## config.mk

```make
export PLATFORM = sky130hd
export DESIGN_NAME = booth_product_unloader
export DESIGN_NICKNAME = d
export VERILOG_FILES = /design/src/rtl/booth_product_unloader.sv
export SDC_FILE = /design/constraint.sdc
export NUM_CORES = 1
export LEC_CHECK = 0
export BUFFER_PORTS_ARGS = -buffer_cell sky130_fd_sc_hd__buf_2
export CELL_PAD_IN_SITES_DETAIL_PLACEMENT = 0
export CELL_PAD_IN_SITES_GLOBAL_PLACEMENT = 1
export CORE_MARGIN = 4
export CORE_UTILIZATION = 31
export CTS_CLUSTER_SIZE = 20
export DETAILED_ROUTE_END_ITERATION = 10
export HOLD_SLACK_MARGIN = 0.03
export PLACE_DENSITY = 0.57
export REMOVE_ABC_BUFFERS = 1
export SYNTH_ARGS = -nofsm -noshare
export SYNTH_HDL_FRONTEND = slang
export SYNTH_SLANG_ARGS = --single-unit
```

## constraint.sdc

```tcl
create_clock -name clk -period 3 [get_ports clk]
set_input_delay 0.9 -clock clk [delete_from_list [all_inputs] [get_ports clk]]
set_output_delay 0.9 -clock clk [all_outputs]
set_load 0.005 [all_outputs]
```

## src/rtl/booth_product_unloader.sv

```systemverilog
// booth_product_unloader: captures a 2*Width product and unloads it as two Width-bit beats over valid/ready.
// Optional macro BOOTH_UNLOAD_MSB_FIRST_EN sends the upper half first.
module booth_product_unloader #(
   parameter int Width = 16
) (
   input  logic               clk,
   input  logic               reset,
   input  logic [2*Width-1:0] prod_in,
   input  logic               prod_done,
   output logic [Width-1:0]   out_data,
   output logic               out_valid,
   input  logic               out_ready,
   output logic               out_last,
   output logic               busy,
   output logic               overflow,
   input  logic               ovf_clr
);
   typedef enum logic [1:0] {IDLE, SEND_LO, SEND_HI} state_t;
   state_t             state, state_n;
   logic [2*Width-1:0] active, active_n, pending, pending_n;
   logic               pending_vld, pending_vld_n, drop, xfer;
   logic [Width-1:0]   first_n, second_n, data_n;
   assign xfer = out_valid && out_ready;
   always_comb begin
      state_n       = state;
      active_n      = active;
      pending_n     = pending;
      pending_vld_n = pending_vld;
      drop          = 1'b0;
      case (state)
         IDLE: if (prod_done) begin
            active_n = prod_in;
            state_n  = SEND_LO;
         end
         SEND_LO: begin
            state_n = xfer ? SEND_HI : SEND_LO;
            if (prod_done && !pending_vld) begin
               pending_n     = prod_in;
               pending_vld_n = 1'b1;
            end else if (prod_done)
               drop = 1'b1;
         end
         SEND_HI: if (xfer) begin
            // the freed active slot lets a coincident strobe in without a drop
            if (pending_vld) begin
               active_n      = pending;
               state_n       = SEND_LO;
               pending_n     = prod_done ? prod_in : pending;
               pending_vld_n = prod_done;
            end else if (prod_done) begin
               active_n = prod_in;
               state_n  = SEND_LO;
            end else
               state_n = IDLE;
         end else if (prod_done && !pending_vld) begin
            pending_n     = prod_in;
            pending_vld_n = 1'b1;
         end else if (prod_done)
            drop = 1'b1;
         default: state_n = IDLE;
      endcase
   end
`ifdef BOOTH_UNLOAD_MSB_FIRST_EN
   assign first_n  = active_n[2*Width-1:Width];
   assign second_n = active_n[Width-1:0];
`else
   assign first_n  = active_n[Width-1:0];
   assign second_n = active_n[2*Width-1:Width];
`endif
   assign data_n = state_n == SEND_LO ? first_n : state_n == SEND_HI ? second_n : '0;
   always_ff @(posedge clk or posedge reset) begin
      if (reset) begin
         state       <= IDLE;
         active      <= '0;
         pending     <= '0;
         pending_vld <= 1'b0;
         out_data    <= '0;
         out_valid   <= 1'b0;
         out_last    <= 1'b0;
         busy        <= 1'b0;
         overflow    <= 1'b0;
      end else begin
         state       <= state_n;
         active      <= active_n;
         pending     <= pending_n;
         pending_vld <= pending_vld_n;
         out_data    <= data_n;
         out_valid   <= state_n != IDLE;
         out_last    <= state_n == SEND_HI;
         busy        <= state_n != IDLE || pending_vld_n;
         overflow    <= drop ? 1'b1 : ovf_clr ? 1'b0 : overflow;
      end
   end
endmodule

```

==> flow_summary.json, run 1 <==
{
  "pre_cts_ws_ps": 381,
  "grt_overflow_total": 0,
  "holdBufCountCts": 0,
  "die_y_um": 121,
  "ys_warn_count": 0,
  "seq_area_frac_synth": 0.553,
  "synth_area_um2": 3940,
  "synth_top_cell_area_share": 0.553,
  "arrival_ps": 2650,
  "post-cts-setup-buffer-count": 0,
  "grt_max_degree": 64,
  "die_area_um2": 14600,
  "cts_resized": 0,
  "finClkSkew_ps": 6.90,
  "holdWs_ps": 492,
  "drive_gt1_frac": 0.345,
  "fin_crit_ps": 2380,
  "grt_use_total": 0.139,
  "clk_path_buf_depth": 2,
  "drt_iter0_drc": 97,
  "cts.clk_slew.worst_paths_ps": 60,
  "die_x_um": 121,
  "p_seq_frac": 0.379,
  "critPathMaxFanout": 17,
  "nets": 419,
  "p_switching_mw": 1.86,
  "max_freq_mhz": 421,
  "hold_viol_final": 0,
  "required_ps": 3280,
  "gp_congestion": 0.737,
  "crit_chain": "inv_1 > ha_1 > nand3_1 > o221a_2 > nor3b_4 > a22o_1",
  "reg2reg_slack_ps": 620,
  "num_vias": 2607,
  "power.internal_mw": 3.49,
  "worst_pin_slew_ps": 1020,
  "max_stage_delay_ps": 770,
  "clk_latency_ps": 340,
  "drv_slew": 0,
  "antenna_found_initial": 0,
  "fin_crit_sh": 0.792,
  "crit_type": "reg2reg",
  "power.density_nw_per_um2": 1130,
  "route.final.wire_length_um": 9350,
  "maxCapViolCount": 0,
  "fill_cells": 1248,
  "cp_slowest_cell": "nor3b_4",
  "vias_per_cell": 4.73,
  "hp-start": "pending[5]$_DFFE_PP0P_",
  "core_um2": 12200,
  "rsz0062_at_grt": "false",
  "start_util": 0.323,
  "switching_share": 0.347,
  "synth.avg_cell_area_um2": 12.3,
  "cp-startpoint": "state[0]$_DFF_PP0_",
  "p_comb_frac": 0.402,
  "max_slew_margin": 0.317,
  "finalSetupViolCount": 0,
  "setup_slack_ps": 624,
  "yosysTopAreaCell": "dfrtp_1",
  "critical_path.startpoint_type": "flop",
  "ir_drop_mv": 0.399,
  "hold_path.class": "reg2reg",
  "p_leak_nw": 2.23,
  "ys_types": 35,
  "cts_tree": "yes",
  "ys_ff_latch": 87,
  "cts_buffers": 9,
  "ant_nets": 0,
  "drt-pass1-iter-count": 4,
  "n_antenna_cell": 0,
  "synth_edf_count": 0,
  "wire_per_inst_um": 17.0,
  "area_delta_synth_final_pct": 20.4,
  "synthFlopType": "dfrtp_1",
  "num_rows": 40,
  "clkPwrFrac": 0.220,
  "synth.top_cells.by_area": "dfrtp_1 (55%), mux2_2 (8.6%), mux2i_1 (8.4%)",
  "outcome": "complete, no violations",
  "dp_hpwl_um": 5930,
  "drc": 0,
  "r2r-start": "state[0]$_DFF_PP0_",
  "h-tree-depth": 3,
  "grt_first_pass_wirelength_um": 15400,
  "netlist_instances": 321,
  "cts.sink_count": 87,
  "grt_pass1_vias": 2799,
  "power.total_mw": 5.35,
  "async_flop_share": 1.00,
  "ios": 57,
  "port_buffers": 56,
  "end_kind": "flop",
  "clockRootBuffer": "clkbuf_16"
}
==> layout make-up <==
type / instances / area, um2 / area share
clock buffer: 12 / 236 / 0.0499
sequential: 87 / 2180 / 0.459
tap: 168 / 210 / 0.0443
clock inverter: 4 / 70.1 / 0.0148
multi-input combinational: 176 / 1540 / 0.325
timing repair buffer: 65 / 360 / 0.0760
inverter: 39 / 148 / 0.0311
==> power groups by stage <==
stage	combinational [mW]	clock, mW	sequential (mW)
floorplan	1.51	0	1.98
global placement	2.15	0	2.03
detailed placement	2.18	0	2.05
CTS	2.19	1.22	2.03
global route	2.40	1.27	2.10
finish	2.15	1.17	2.03
==> stage by stage <==
step | utilization | TNS [ps] | cell area (um2) | cells
after floorplan | - | -13070 | 3840 | 302
after global routing | 0.388 | 0 | 4740 | 551
final | 0.388 | 0 | 4740 | 551
after CTS | 0.388 | 0 | 4740 | 551
after detailed placement | 0.363 | 0 | 4440 | 535
after global placement | 0.363 | 0 | 4440 | 535
==> worst paths after layout <==
path | end | cells past startpoint
max | out_data[15]$_DFF_PP0_ | 6
min | pending[5]$_DFFE_PP0P_ | 1
max reg2reg | out_data[15]$_DFF_PP0_ | 6
min reg2reg | pending[5]$_DFFE_PP0P_ | 1
max in group asynchronous | out_data[14]$_DFF_PP0_ | 3
min in group asynchronous | pending[19]$_DFFE_PP0P_ | 2
==> registers in the layout, summed over array words and instances, names as in the netlist <==
| name | flops |
|---|---|
| active | 32 |
| out_valid | 1 |
| pending | 32 |
| out_data | 16 |
| pending_vld | 1 |
| state | 2 |
| out_last | 1 |
| busy | 1 |
| overflow | 1 |
==> Yosys cell counts (all sizes together) (2+ instances only) <==
master / n
nor2: 3
clkbuf: 5
inv: 39
o221ai: 32
o21ai: 5
a21oi: 2
mux2i: 33
nand2: 33
a22o: 16
ha: 4
buf: 14
dfrtp: 87
mux2: 32
nor3b: 2
==> logic make-up (layout without fill, tap and decap cells) <==
family / Yosys count / count (layout) / share of synthesized area
simple gates: 44 / 44 / 0.0553
mux: 65 / 65 / 0.175
fa+ha+maj: 4 / 4 / 0.0127
compound gates: 63 / 63 / 0.143
flops: 87 / 87 / 0.553
buf+inv: 58 / 120 / 0.0613
==> metal layers <==
metal / vias up / wire length [um] / track usage
met1: 1291 / 4390 / 0.175
met5: - / 0 / 0
met3: 7 / 387 / 0.0500
met2: 44 / 4480 / 0.226
li1: 1265 / - / -
met4: 0 / 95 / 0.0418
==> cells in the final DEF, fill, tap and decap left out, types with 3 or more instances in the layout <==
master / n
buf_4: 8
mux2_2: 30
dfrtp_1: 87
inv_1: 38
clkinv_2: 3
a22o_2: 12
a22o_1: 4
ha_1: 4
o221ai_1: 32
mux2i_1: 33
clkbuf_1: 3
clkbuf_16: 9
buf_2: 56
nor2_1: 3
nand2_1: 33
==> worst max-delay path: cells and delay by family (launching register included) <==
| family | cells | cell delay [ps] |
|---|---|---|
| buffers and inverters | 1 | 80 |
| flip-flops | 1 | 410 |
| adder cells (fa/ha/maj) | 1 | 300 |
| AND/OR/NAND/NOR | 2 | 970 |
| AO/OA/AOI/OAI | 2 | 540 |
Note: power is estimated with default switching activity, not from simulation.
==> run 2, diff against run 1 <==
Settings changed: PLACE_DENSITY 0.57 to 0.54.
Clock period 3 ns to 2.2 ns, I/O delays scaled along.
==> run 2 against run 1 <==
Sequential cell count stayed put; largest cell class unchanged; sequential power rose by 35%; cell area rose by 2.6%; sequential share of layout area fell by 1.2 points; highest routed layer unchanged; non-clock buffer count is 7 higher; combinational power is 50% higher; largest power group unchanged.
==> flow_summary.json, run 2 (synthesis gave the netlist of run 1 again) <==
{
  "die_x_um": 121,
  "drive_gt1_frac": 0.362,
  "global_route.usage.met2": 0.227,
  "crit_type": "reg2reg",
  "multiInputGateArea_um2": 1540,
  "wire_per_inst_um": 17.2,
  "n_antenna_cell": 0,
  "grt_overflow_total": 0,
  "cp_top_family": "compound AO/OA/AOI/OAI gates",
  "vias_per_cell": 4.69,
  "required_ps": 2420,
  "top_regs": "active: 32 flops, pending: 32 flops, out_data: 16 flops",
  "arrival_ps": 2270,
  "power.density_nw_per_um2": 1550,
  "start_util": 0.323,
  "post-cts-setup-buffer-count": 0,
  "nets": 426,
  "crit_chain": "ha_2 > a21boi_2 > o21ba_2 > o21ai_4 > buf_12 > mux2_2",
  "cts.clk_slew.worst_paths_ps": 60,
  "drt-pass1-iter-count": 4,
  "fill_cells": 1232,
  "num_vias": 2615,
  "hold_path.class": "in2async",
  "route.final.wire_length_um": 9560,
  "drv_slew": 0,
  "layout_common_cells": "dfrtp_1 (87), buf_2 (56), inv_1 (38)",
  "setup_slack_ps": 156,
  "h-tree-depth": 3,
  "clk_path_buf_depth": 2,
  "fin_crit_ps": 2040,
  "cts_tree": "yes",
  "die_area_um2": 14600,
  "final_common_cell": "dfrtp_1",
  "clk_latency_ps": 340,
  "drc": 0,
  "dp_hpwl_um": 6060,
  "placed_cell_area_um2": 4560,
  "cp_num_buf_inv": 1,
  "outcome": "complete, no violations",
  "r2r-start": "state[1]$_DFF_PP0_",
  "rr_worst_depth": 6,
  "critPathMaxFanout": 20,
  "pre_cts_ws_ps": 92.5,
  "num_rows": 40,
  "critical_path.startpoint_type": "flop",
  "rsz0062_at_grt": "false",
  "fin_crit_sh": 0.929,
  "max_stage_delay_ps": 450,
  "use_met3": 0.0491,
  "grt.busiest_layer": "met2",
  "ir_drop_mv": 0.589,
  "drt_iter0_drc": 102,
  "ios": 57,
  "area_delta_synth_final_pct": 23.5,
  "worst_pin_slew_ps": 537,
  "max_freq_mhz": 489,
  "reg2reg_slack_ps": 160,
  "fin_area_um2": 4860,
  "p_leak_nw": 2.29,
  "ant_nets": 0,
  "die_y_um": 121,
  "cts_buffers": 9,
  "hold_viol_final": 0,
  "port_buffers": 56,
  "grt_use_total": 0.142,
  "finClkSkew_ps": 6.53,
  "met1_usage": 0.186,
  "register_area_um2": 2180,
  "rr_endpoint": "pending[19]$_DFFE_PP0P_",
  "antenna_found_initial": 0,
  "maxCapViolCount": 0,
  "grt_max_degree": 38,
  "cts.sink_count": 87,
  "end_kind": "flop",
  "core_um2": 12200,
  "grt_first_pass_wirelength_um": 15800,
  "gp_congestion": 0.695,
  "clockRootBuffer": "clkbuf_16",
  "cp_slowest_cell": "dfrtp_1",
  "max_slew_margin": 0.642,
  "grt_pass1_vias": 2803,
  "finalSetupViolCount": 0
}
[run 2: cell count changes in the layout (fill, tap and decap cells not counted), sizes merged]
| cell | before | now |
|---|---|---|
| buf | 65 | 72 |
| bufinv | 2 | 1 |
| clkinv | 3 | 2 |
| clkinvlp | 0 | 1 |
[run 2: cell type report]
type | count | share of cell area
timing repair buffer | 72 | 0.100
clock buffer | 12 | 0.0527
multi-input combinational | 176 | 0.317
tap | 168 | 0.0432
sequential | 87 | 0.448
inverter | 39 | 0.0303
clock inverter | 3 | 0.00874
[run 2: worst max path at each step]
stage                       startpoint                      end  slack [ps]  cells after the start
floorplan                        reset      active[0]$_DFF_PP0_        -710                      1
global placement    state[1]$_DFF_PP0_  pending[14]$_DFFE_PP0P_         120                      6
detailed placement  state[1]$_DFF_PP0_  pending[19]$_DFFE_PP0P_          90                      6
CTS                 state[1]$_DFF_PP0_  pending[30]$_DFFE_PP0P_          80                      6
global route        state[1]$_DFF_PP0_    out_data[9]$_DFF_PP0_          50                      7
finish              state[1]$_DFF_PP0_  pending[19]$_DFFE_PP0P_         160                      6
[run 2: report_power, final]
group          internal (mW)  switching, mW  total [mW]
registers               2.38          0.364        2.74
logic                   1.60           1.63        3.23
clock network          0.935          0.621        1.56
total                   4.91           2.62        7.53
[run 2: timing repair]
| action | in CTS | in global routing |
|---|---|---|
| endpoints found under the hold margin | 0 | 0 |
| resized for setup | 0 | 1 |
| hold buffers | 0 | 0 |
| setup endpoints to repair | 0 | 4 |
[run 2: per-stage QoR]
| step | total power [mW] | hold slack [ps] | utilization | cells | TNS, ps |
|---|---|---|---|---|---|
| 2_1_floorplan | 4.77 | 464 | - | 302 | -78940 |
| 3_3_place_gp | 5.98 | 476 | 0.374 | 542 | 0 |
| 3_5_place_dp | 6.05 | 482 | 0.374 | 542 | 0 |
| 4_1_cts | 7.64 | 353 | 0.398 | 557 | 0 |
| 5_1_grt | 8.11 | 376 | 0.398 | 557 | 0 |
| 6_report | 7.53 | 349 | 0.398 | 557 | 0 |
[run 2: worst reg2reg max path: stages (launching register included)]
cell      delay [ps]
dfrtp_1          450
ha_2             260
a21boi_2         210
o21ba_2          250
o21ai_4          190
buf_12           210
mux2_2           360
[run 2: routing by layer]
layer	vias to the layer above	routed length (um)
met1	1284	4640
met2	52	4420
met4	0	92
met5	-	0
met3	6	414
li1	1273	-
